==> src/rtl/line_clear_engine.sv <==
`default_nettype none
// ============================================================================
// Module      : line_clear_engine
// Description : Scans a row-addressed playfield from the bottom row upward,
//               drops every full row, compacts the remaining rows toward the
//               bottom and zero-fills the vacated rows at the top.
// Ports       : Clock, Reset      - clock, synchronous active-high reset
//               Start             - run one clear pass (sampled in IDLE)
//               RdAddr / RdData   - board read port, data one cycle after addr
//               WrEn/WrAddr/WrData- board write port
//               Busy, Done        - pass in progress / end-of-pass pulse
//               LinesCleared      - full rows removed by the last pass
// Revision    : 1.0 - initial release
// ============================================================================
module line_clear_engine #(
  parameter int ROWS = 20,
  parameter int COLS = 12,
  parameter int AW   = 5
) (
  input  logic            Clock,
  input  logic            Reset,
  input  logic            Start,
  output logic [AW-1:0]   RdAddr,
  input  logic [COLS-1:0] RdData,
  output logic            WrEn,
  output logic [AW-1:0]   WrAddr,
  output logic [COLS-1:0] WrData,
  output logic            Busy,
  output logic            Done,
  output logic [AW-1:0]   LinesCleared
);

  localparam logic [2:0] S_IDLE = 3'd0;
  localparam logic [2:0] S_READ = 3'd1;
  localparam logic [2:0] S_EVAL = 3'd2;
  localparam logic [2:0] S_FILL = 3'd3;
  localparam logic [2:0] S_DONE = 3'd4;

  localparam logic [AW-1:0] ROW_LAST = AW'(ROWS - 1);
  localparam logic [AW-1:0] ONE      = AW'(1);
  localparam logic [AW-1:0] ZERO     = '0;

  logic [2:0]    state_q, state_d;
  logic [AW-1:0] src_q, src_d;
  logic [AW-1:0] dst_q, dst_d;
  logic [AW-1:0] lines_q, lines_d;
  logic          row_full;

  logic          wr_en;
  logic [AW-1:0] wr_addr;
  logic [COLS-1:0] wr_data;

  assign row_full = &RdData;

  always_comb begin
    state_d = state_q;
    src_d   = src_q;
    dst_d   = dst_q;
    lines_d = lines_q;
    wr_en   = 1'b0;
    wr_addr = dst_q;
    wr_data = '0;

    case (state_q)
      S_IDLE: begin
        if (Start) begin
          src_d   = ROW_LAST;
          dst_d   = ROW_LAST;
          lines_d = ZERO;
          state_d = S_READ;
        end
      end

      S_READ: begin
        state_d = S_EVAL;
      end

      S_EVAL: begin
        if (row_full) begin
          // Saturate rather than wrap; cannot be reached when 2^AW > ROWS.
          if (lines_q != '1) begin
            lines_d = lines_q + ONE;
          end
        end else begin
          // A kept row sitting where it already belongs needs no copy.
          if (src_q != dst_q) begin
            wr_en   = 1'b1;
            wr_data = RdData;
          end
          // dst never drops below src, so it only stops at row 0.
          if (dst_q != ZERO) begin
            dst_d = dst_q - ONE;
          end
        end

        if (src_q != ZERO) begin
          src_d   = src_q - ONE;
          state_d = S_READ;
        end else if (row_full || (lines_q != ZERO)) begin
          // lines_d is nonzero here, including this cycle's increment.
          state_d = S_FILL;
        end else begin
          state_d = S_DONE;
        end
      end

      S_FILL: begin
        // dst enters FILL at LinesCleared-1, so this issues exactly
        // LinesCleared zero writes ending at row 0.
        wr_en   = 1'b1;
        wr_data = '0;
        if (dst_q == ZERO) begin
          state_d = S_DONE;
        end else begin
          dst_d = dst_q - ONE;
        end
      end

      S_DONE: begin
        state_d = S_IDLE;
      end

      default: begin
        state_d = S_IDLE;
      end
    endcase
  end

  always_ff @(posedge Clock) begin
    if (Reset) begin
      state_q <= S_IDLE;
      src_q   <= '0;
      dst_q   <= '0;
      lines_q <= '0;
    end else begin
      state_q <= state_d;
      src_q   <= src_d;
      dst_q   <= dst_d;
      lines_q <= lines_d;
    end
  end

  assign RdAddr       = src_q;
  assign WrEn         = wr_en;
  assign WrAddr       = wr_addr;
  assign WrData       = wr_data;
  assign Busy         = (state_q == S_READ) || (state_q == S_EVAL) || (state_q == S_FILL);
  assign Done         = (state_q == S_DONE);
  assign LinesCleared = lines_q;

endmodule
`default_nettype wire

==> config.mk <==
export PLATFORM = sky130hd
export DESIGN_NAME = line_clear_engine
export DESIGN_NICKNAME = d
export VERILOG_FILES = /design/src/rtl/line_clear_engine.sv
export SDC_FILE = /design/constraint.sdc
export NUM_CORES = 1
export LEC_CHECK = 0
export BUFFER_PORTS_ARGS = -buffer_cell sky130_fd_sc_hd__buf_2
export CAP_MARGIN = 15
export CORE_UTILIZATION = 48
export DETAILED_ROUTE_END_ITERATION = 8
export PLACE_DENSITY = 0.79
export SYNTH_ARGS = -nofsm -noshare
export SYNTH_HDL_FRONTEND = slang
export SYNTH_SLANG_ARGS = --single-unit
==> constraint.sdc <==
create_clock -name Clock -period 2.74 [get_ports Clock]
set_clock_uncertainty 0.15 [all_clocks]
set_input_delay 0.411 -clock Clock [delete_from_list [all_inputs] [get_ports Clock]]
set_output_delay 0.411 -clock Clock [all_outputs]
set_load 0.01 [all_outputs]
==> out/results.ini, run 1 <==
[outcome]
status=finished clean

[worst_setup_path]
path_cells=xnor2_1 -> nand3_1 -> nor3_1 -> nor4_4 -> and2_1 -> buf_2
critPathBufInv=1
critPathMaxFanout=13
startpoint_type=register
cp_data_arrival_time_ps=1860
cp_slowest_stage_delay_ps=520
critPathKind=register to output pin
required_ps=2180
cpMaxStageDelayCell=dfxtp_1
critPathTopFamily=simple AND/OR/NAND/NOR gates
cp-end-kind=output pin

[finish]
fill_cells=221
antenna_cells=0
layout_common_cells=44 x buf_2, 18 x dfxtp_1, 14 x nor2_1
fin_nets=214
stdcell_area_sq_um=1481
instances_no_fill=221
postLayoutCoreUtil_pct=65.70
final_common_cell=buf_2
synthToLayoutAreaGrowth_pct=27.72
drive_above_1_share_pct=31.61

[timing]
period_minus_slack_ps=2424
hold_viol_final=0
period_share_pct=88.47
max_slew_margin_pct=55.10
whs_ps=316.3
tns_ps=0
fin_ws_ps=316.0
clock.fmax_mhz=412.5
tightest_slew_ps=664.2
rsz0062_at_grt=false
setup_viol=0
maxSlewViolCount=0

[placement]
place_ws_ps=148.2
dpl.hpwl_um=2489
gp_congestion=0.8375
placedCellCount=217
place_area_sq_um=1430
io_buffer_count=44

[drt]
post-route-drc-count=0
ant_nets=0
vias=1272
avgViaCountPerCell=5.756
wl_per_cell_um=14.78
dr.pass1.iters=5
drtIter0Drc=54
wl_um=3266

[run]
maxCapViolCount=0

[logic_synthesis]
synthCells=145
synth_fp_nets=165
ys_types=40
synth_seq_cells=18
synth-edff-count=0
yosysSeqAreaShare_pct=31.07
yosys_warnings=0
syn-cell-area_sq_um=1160
async_reset_ff_share_pct=0
synth_ff_type=dfxtp_1
avgSynthCellArea_sq_um=7.999

[clock_tree]
cts_inserted_buffers=3
cts_root_buf=clkbuf_4
htree_levels=1
clockBufferDepth=2
cts_num_sinks=18
cts_tree=yes
ctsHoldBuffers=0
clk_latency_ps=310
cts.reportedPaths.clkPinSlew_ps=110

[floorplan]
die-height_um=51.16
die_w_um=51.16
row_count=17
coreArea_sq_um=2255
dieArea_sq_um=2617
io_pins=45
initial_core_util_pct=51.44

[global_route]
grt_pass1_vias=1210
track_usage_pct=26.69
grt_pass1_wl_um=5209
grt-ovfl-total=0
grt_max_degree=18
antenna_found_initial=0

[power]
clkPwrFrac_pct=26.3
ir_drop_mv=0.2991
seqPwrFrac_pct=45.8
switching_share_pct=33.59
p_sw_mw=0.2219
p_total_mw=0.6605
total_leakage_power_nw=0.6908
combinationalPowerShare_pct=27.9
intPower_mw=0.4386
power_density_nw_per_um2=445.8

[min_path]
hp-class=primary input to register

==> what timing repair did <==
action                                  CTS  global route
cloned                                    0             0
endpoints found under the setup margin   13            13
gates resized for setup                   1             1
setup buffers                             0             0
==> flip-flops by register name, summed over array words and instances, names as in the netlist <==
name / cells
WrAddr: 5
LinesCleared: 5
RdAddr: 5
state_q: 3
==> kinds of logic (layout without fill, tap and decap cells) <==
kind of cell,after synthesis,count (layout),synth area share [%]
AOI/OAI and AO/OA,22,22,13.27
xor gates and xnor gates,9,9,6.796
adders and majority gates,5,5,5.394
buffers and inverters,16,64,6.148
DFF,18,18,31.07
and+or+nand+nor,75,75,37.33
==> power by group through the flow <==
stage,combinational [mW],sequential (mW),clock (mW)
after floorplan,0.116,0.305,0
after global placement,0.169,0.306,0
after detailed placement,0.177,0.307,0
after CTS,0.180,0.301,0.172
after global routing,0.201,0.306,0.190
final,0.184,0.303,0.173
==> final timing paths <==
kind                   startpoint              end  slack (ps)  depth (start not counted)
hold reg to reg   LinesCleared[1]  LinesCleared[1]         400                          2
setup reg to reg  LinesCleared[0]  LinesCleared[3]         350                          8
hold / removal              Reset       state_q[1]         320                          2
setup / recovery        WrAddr[3]        WrData[7]         320                          6
==> worst reg2reg max path: cells and delay by family, from the launching register on <==
family                     cells  cell delay (ps)
DFF                            1              370
adders and majority gates      2              400
and+or+nand+nor                5             1180
xor gates and xnor gates       1              190
==> synth_stat cells (2+ instances only) <==
library cell  number  area, sq um
nand4_1            5        31.28
clkbuf_1           2        7.510
xnor2_1            3        26.28
xor2_1             6        52.55
nor3b_1            2        15.01
inv_1              9        33.78
o21ai_0            2        10.01
nor4_1             3        18.77
nor2_1            14        52.55
and2_1            12        75.07
nand2_1            9        33.78
and3_1             2        12.51
nor4b_1            2        17.52
a211oi_1           4        30.03
nand2b_1           6        37.54
dfxtp_1           18        360.4
a21oi_1            6        30.03
buf_2              3        15.01
nor3_1             8        40.04
ha_1               5        62.56
nand3_1            5        25.02
==> final cells by class <==
type	count	area, sq um	area share, %
Multi-Input combinational cell	111	743.2	50.17
Sequential cell	18	360.3	24.32
Timing Repair Buffer	51	272.8	18.41
Clock buffer	4	36.28	2.449
Tap cell	28	35.03	2.365
Inverter	9	33.78	2.280
==> metal layers <==
layer,global-route usage (%),vias up,part of all wire (%)
met3,4.167,9,3.7
li1,-,610,-
met2,51.32,43,54
met1,27.64,610,40
met5,0,-,0
met4,12.50,0,2.1
No activity file was read; power rests on OpenSTA's default activity.
==> run 2, diff against run 1 <==
- clock period: 2.74 -> 2.6 ns (I/O delays scaled with it)
==> run 2 against run 1 <==
Hold slack got worse by 26 ps. Combinational power is 4% higher. Largest cell class unchanged. Wire length fell by 4.3%. Cell count is 0.45% higher. Highest routed layer unchanged.
==> out/results.ini, run 2 (synthesis results as in run 1) <==
[clock_tree]
cts_resized=1  ; unchanged
htree_levels=1  ; unchanged
clk_latency_ps=310  ; about the same
cts_inserted_buffers=3  ; unchanged
cts_setup_buffers=0  ; unchanged
cts_num_sinks=18  ; unchanged
cts_tree=yes
cts.reportedPaths.clkPinSlew_ps=120  ; about the same
clockBufferDepth=2  ; unchanged
cts_root_buf=clkbuf_4
ctsHoldBuffers=0  ; unchanged

[worst_setup_path]
r2r_setup_slack_ps=250  ; -100 ps
cpMaxStageDelayCell=dfxtp_1
critPathTopFamily=simple AND/OR/NAND/NOR gates
reg2reg_from=LinesCleared[0]
startpoint_type=register
r2r_cells=7  ; -1
cp_slowest_stage_delay_ps=470  ; -50 ps
critPathBufInv=1  ; unchanged
critPathMaxFanout=13  ; unchanged
critPathKind=register to output pin
path_cells=xor2_1 -> nor3_1 -> nor4_4 -> and2_1 -> buf_2
required_ps=2060  ; -120 ps
cp-end-kind=output pin
r2r_end=LinesCleared[1]
cp_data_arrival_time_ps=1900  ; +40 ps

[power]
p_total_mw=0.6903  ; +4.5%
ir_drop_mv=0.3583  ; +20%
total_leakage_power_nw=0.6963  ; +0.79%
power_density_nw_per_um2=463.6  ; +4.0%

[min_path]
min_delay_path_depth=2  ; unchanged
hold_path_end=state_q[1]
min_from=Reset
hp-class=primary input to register

[drt]
vias=1263  ; -0.71%
dr.pass1.iters=4  ; -1
post-route-drc-count=0  ; unchanged
avgViaCountPerCell=5.689  ; -1.2%
drtIter0Drc=50  ; -7.4%
wl_um=3125  ; -4.3%
ant_nets=0  ; unchanged
wl_per_cell_um=14.08  ; -4.7%

[finish]
antenna_cells=0  ; unchanged
layout_common_cells=44 x buf_2, 18 x dfxtp_1, 14 x nor2_1
synthToLayoutAreaGrowth_pct=28.37
fin_nets=215  ; +0.47%
final_common_cell=buf_2
drive_above_1_share_pct=31.96  ; +0.35 points
fill_cells=210  ; -5.0%

[timing]
clock.fmax_mhz=409.4
setup_viol=0  ; unchanged
tns_ps=0  ; unchanged
tightest_slew_ps=580.4  ; -83.77 ps
maxSlewViolCount=0  ; unchanged
max_slew_margin_pct=60.95  ; +5.9 points
period_minus_slack_ps=2443
hold_viol_final=0  ; unchanged
rsz0062_at_grt=false
period_share_pct=93.94

[placement]
gp_congestion=0.8097  ; -3.3%
io_buffer_count=44  ; unchanged
dpl.hpwl_um=2451  ; -1.5%

[global_route]
grt_max_degree=18  ; unchanged
grt_pass1_wl_um=5009  ; -3.8%
antenna_found_initial=0  ; unchanged
track_usage_pct=25.31  ; -1.4 points
grt_pass1_vias=1151  ; -4.9%
grt-ovfl-total=0  ; unchanged

[floorplan]
io_pins=45  ; unchanged
row_count=17  ; unchanged
coreArea_sq_um=2255  ; unchanged
die_w_um=51.16  ; unchanged
dieArea_sq_um=2617  ; unchanged
die-height_um=51.16  ; unchanged
initial_core_util_pct=51.44  ; unchanged

[run]
maxCapViolCount=0  ; unchanged

[outcome]
status=finished clean

==> run 2: changes by cell type in the layout (fill, tap and decap cells not counted) <==
cell / before / now
buf_4: 7 / 8
==> run 2: final cells by class <==
class | count | area [sq um] | share of cell area [%]
inverters | 9 | 33.78 | 2.269
multi-input cells | 111 | 743.2 | 49.92
clock buffers | 4 | 36.28 | 2.437
flip-flops and latches | 18 | 360.3 | 24.20
well taps | 28 | 35.03 | 2.353
repair buffers | 52 | 280.3 | 18.82
==> run 2: per-layer routing <==
metal	global-route usage [%]	share of wire, %
met3	2.381	5.2
met4	12.04	2.9
met1	29.09	41
met5	0	0
met2	46.27	51
==> run 2: worst max path at each step <==
stage / startpoint / endpoint / slack (ps) / cells past startpoint
2_1_floorplan: LinesCleared[0] / LinesCleared[1] / 340 / 7
3_3_place_gp: WrAddr[1] / WrEn / 230 / 5
3_5_place_dp: RdAddr[2] / WrData[0] / 20 / 6
4_1_cts: WrAddr[0] / WrData[0] / 30 / 5
5_1_grt: RdAddr[2] / WrData[0] / 60 / 6
6_report: WrAddr[0] / WrData[0] / 160 / 5
==> run 2: through the flow <==
stage,util (%),hold WS (ps),setup slack (ps),area (sq um),instances
after floorplan,-,365.8,341.6,1160,145
after global placement,63.76,346.2,230.6,1438,218
after detailed placement,63.76,361.6,16.97,1438,218
after CTS,65.65,286.1,32.62,1480,222
after global routing,66.04,305.4,60.07,1489,222
final,66.04,290.8,157.5,1489,222
==> run 2: where the power goes <==
group / total, mW / internal [mW] / leakage [nW] / switching (mW)
clock: 0.181 / 0.0855 / 0.0210 / 0.0951
combinational: 0.192 / 0.0848 / 0.528 / 0.107
sequential: 0.318 / 0.292 / 0.147 / 0.0262
==> run 3, diff against run 2 <==
- BUFFER_PORTS_ARGS: -buffer_cell sky130_fd_sc_hd__buf_2 -> -buffer_cell sky130_fd_sc_hd__buf_4
- CORE_UTILIZATION: 48 -> 52
- PLACE_DENSITY: 0.79 -> 0.84
- clock period: 2.6 -> 3.1 ns (I/O delays scaled with it)
==> run 3 against run 2 <==
Die area down 7.4%. Via count shrank 3.2%. Critical path depth fell by 1. Sequential share of layout area shrank 0.63 points. Sequential power decreased by 15%. Register-to-register slack gained 480 ps. Highest routed layer unchanged.
==> out/results.ini, run 3 (synthesis results as in run 1) <==
[worst_setup_path]
critPathTopFamily=simple AND/OR/NAND/NOR gates
r2r_setup_slack_ps=730  ; +480 ps
path_cells=nand2b_1 -> nor4_2 -> and2_1 -> buf_4
cp-end-kind=output pin
r2r_end=LinesCleared[3]
worst-path-stages=4  ; -1
cpMaxStageDelayCell=nor4_2
required_ps=2480  ; +420 ps
r2r_cells=8  ; +1
cp-endpoint=WrData[7]
cp_data_arrival_time_ps=2160  ; +260 ps
critPathKind=register to output pin
critPathMaxFanout=13  ; unchanged
startpoint_type=register
critPathBufInv=1  ; unchanged
cp_slowest_stage_delay_ps=740  ; +270 ps
reg2reg_from=LinesCleared[0]
startpoint=state_q[1]

[timing]
period_minus_slack_ps=2777
tns_ps=0  ; unchanged
maxSlewViolCount=0  ; unchanged
hold_viol_final=0  ; unchanged
tightest_slew_ps=777.8  ; +197.3 ps
max_slew_margin_pct=47.72  ; -13 points
whs_ps=308.7  ; +17.93 ps
rsz0062_at_grt=false
period_share_pct=89.59
setup_viol=0  ; unchanged
clock.fmax_mhz=360.0

[min_path]
hp-class=primary input to register

[finish]
fin_nets=207  ; -3.7%
stdcell_area_sq_um=1529  ; +2.7%
fill_cells=168  ; -20%
antenna_cells=0  ; unchanged
final_common_cell=buf_4
instances_no_fill=213  ; -4.1%
drive_above_1_share_pct=29.03  ; -2.9 points
layout_common_cells=44 x buf_4, 18 x dfxtp_1, 14 x nor2_1
postLayoutCoreUtil_pct=75.62  ; +9.6 points
synthToLayoutAreaGrowth_pct=31.82

[drt]
ant_nets=0  ; unchanged
post-route-drc-count=0  ; unchanged
wl_um=3112  ; -0.42%
wl_per_cell_um=14.61  ; +3.8%
drtIter0Drc=41  ; -18%
avgViaCountPerCell=5.737  ; +0.84%
vias=1222  ; -3.2%
dr.pass1.iters=4  ; unchanged

[placement]
gp_congestion=0.8433  ; +4.1%
io_buffer_count=44  ; unchanged
placedCellCount=209  ; -4.1%
place_area_sq_um=1486  ; +3.4%
dpl.hpwl_um=2371  ; -3.2%

[global_route]
antenna_found_initial=0  ; unchanged
grt_pass1_vias=1182  ; +2.7%
track_usage_pct=27.49  ; +2.2 points
grt_pass1_wl_um=5202  ; +3.9%
grt-ovfl-total=0  ; unchanged
grt_max_degree=18  ; unchanged

[floorplan]
dieArea_sq_um=2424  ; -7.4%
coreArea_sq_um=2022  ; -10%
row_count=16  ; -1
initial_core_util_pct=57.36  ; +5.9 points
die_w_um=49.23  ; -3.8%
io_pins=45  ; unchanged
die-height_um=49.23  ; -3.8%

[run]
maxCapViolCount=0  ; unchanged

[power]
total_leakage_power_nw=0.6697  ; -3.8%
power_density_nw_per_um2=384.2  ; -17%
ir_drop_mv=0.2825  ; -21%

[clock_tree]
htree_levels=1  ; unchanged
ctsHoldBuffers=0  ; unchanged
cts_num_sinks=18  ; unchanged
cts_root_buf=clkbuf_4
cts_resized=0  ; -1
cts_tree=yes
clk_latency_ps=290  ; -20 ps
cts_setup_buffers=0  ; unchanged
cts.reportedPaths.clkPinSlew_ps=110  ; about the same
clockBufferDepth=2  ; unchanged
cts_inserted_buffers=3  ; unchanged

[outcome]
status=finished clean

## run 3: cell count changes in the layout (fill, tap and decap cells not counted)
cell / previous run / this run
buf_2: 44 / 0
buf_4: 8 / 44
nor4_2: 0 / 1
nor4_4: 2 / 1
## run 3: where the power goes
part	leakage [nW]	switching (mW)	internal [mW]
registers	0.147	0.0253	0.245
logic	0.502	0.0870	0.0815
clock network	0.0210	0.0773	0.0716
## run 3: how the worst min path moves through the flow
stage	startpoint	to	slack [ps]	depth (start not counted)
2_1_floorplan	LinesCleared[4]	LinesCleared[4]	370	2
4_1_cts	Reset	WrAddr[4]	300	2
3_3_place_gp	LinesCleared[4]	LinesCleared[4]	350	2
3_5_place_dp	LinesCleared[4]	LinesCleared[4]	370	2
6_report	Reset	LinesCleared[4]	310	2
5_1_grt	Reset	LinesCleared[1]	310	2
## run 3: layer usage
metal  global-route usage (%)  wire (um)
met3                    4.673        164
met2                    48.40       1595
met5                        0          0
met4                    11.76         44
met1                    32.31       1307
## run 3: final cells by class
type                       instances  area [sq um]  share of cell area [%]
timing repair buffer              44         330.3                   21.60
multi-input combinational        111         734.5                   48.04
inverter                           9         33.78                   2.209
sequential                        18         360.3                   23.57
clock buffer                       4         36.28                   2.373
tap                               27         33.78                   2.209
## run 3: worst reg2reg max path, cell delays in order, from the launching register on
cell     delay (ps)
dfxtp_1         370
ha_1            230
and3_1          190
ha_1            180
or4b_4          500
nor4_4          270
nand4_1         170
xor2_1          190
nor2_2           40
## run 3: stage by stage
step,worst slack [ps],total power [mW]
2_1_floorplan,841.6,0.3724
3_3_place_gp,425.8,0.4318
3_5_place_dp,226.0,0.4381
4_1_cts,10.76,0.5854
5_1_grt,150.1,0.6201
6_report,322.6,0.5875
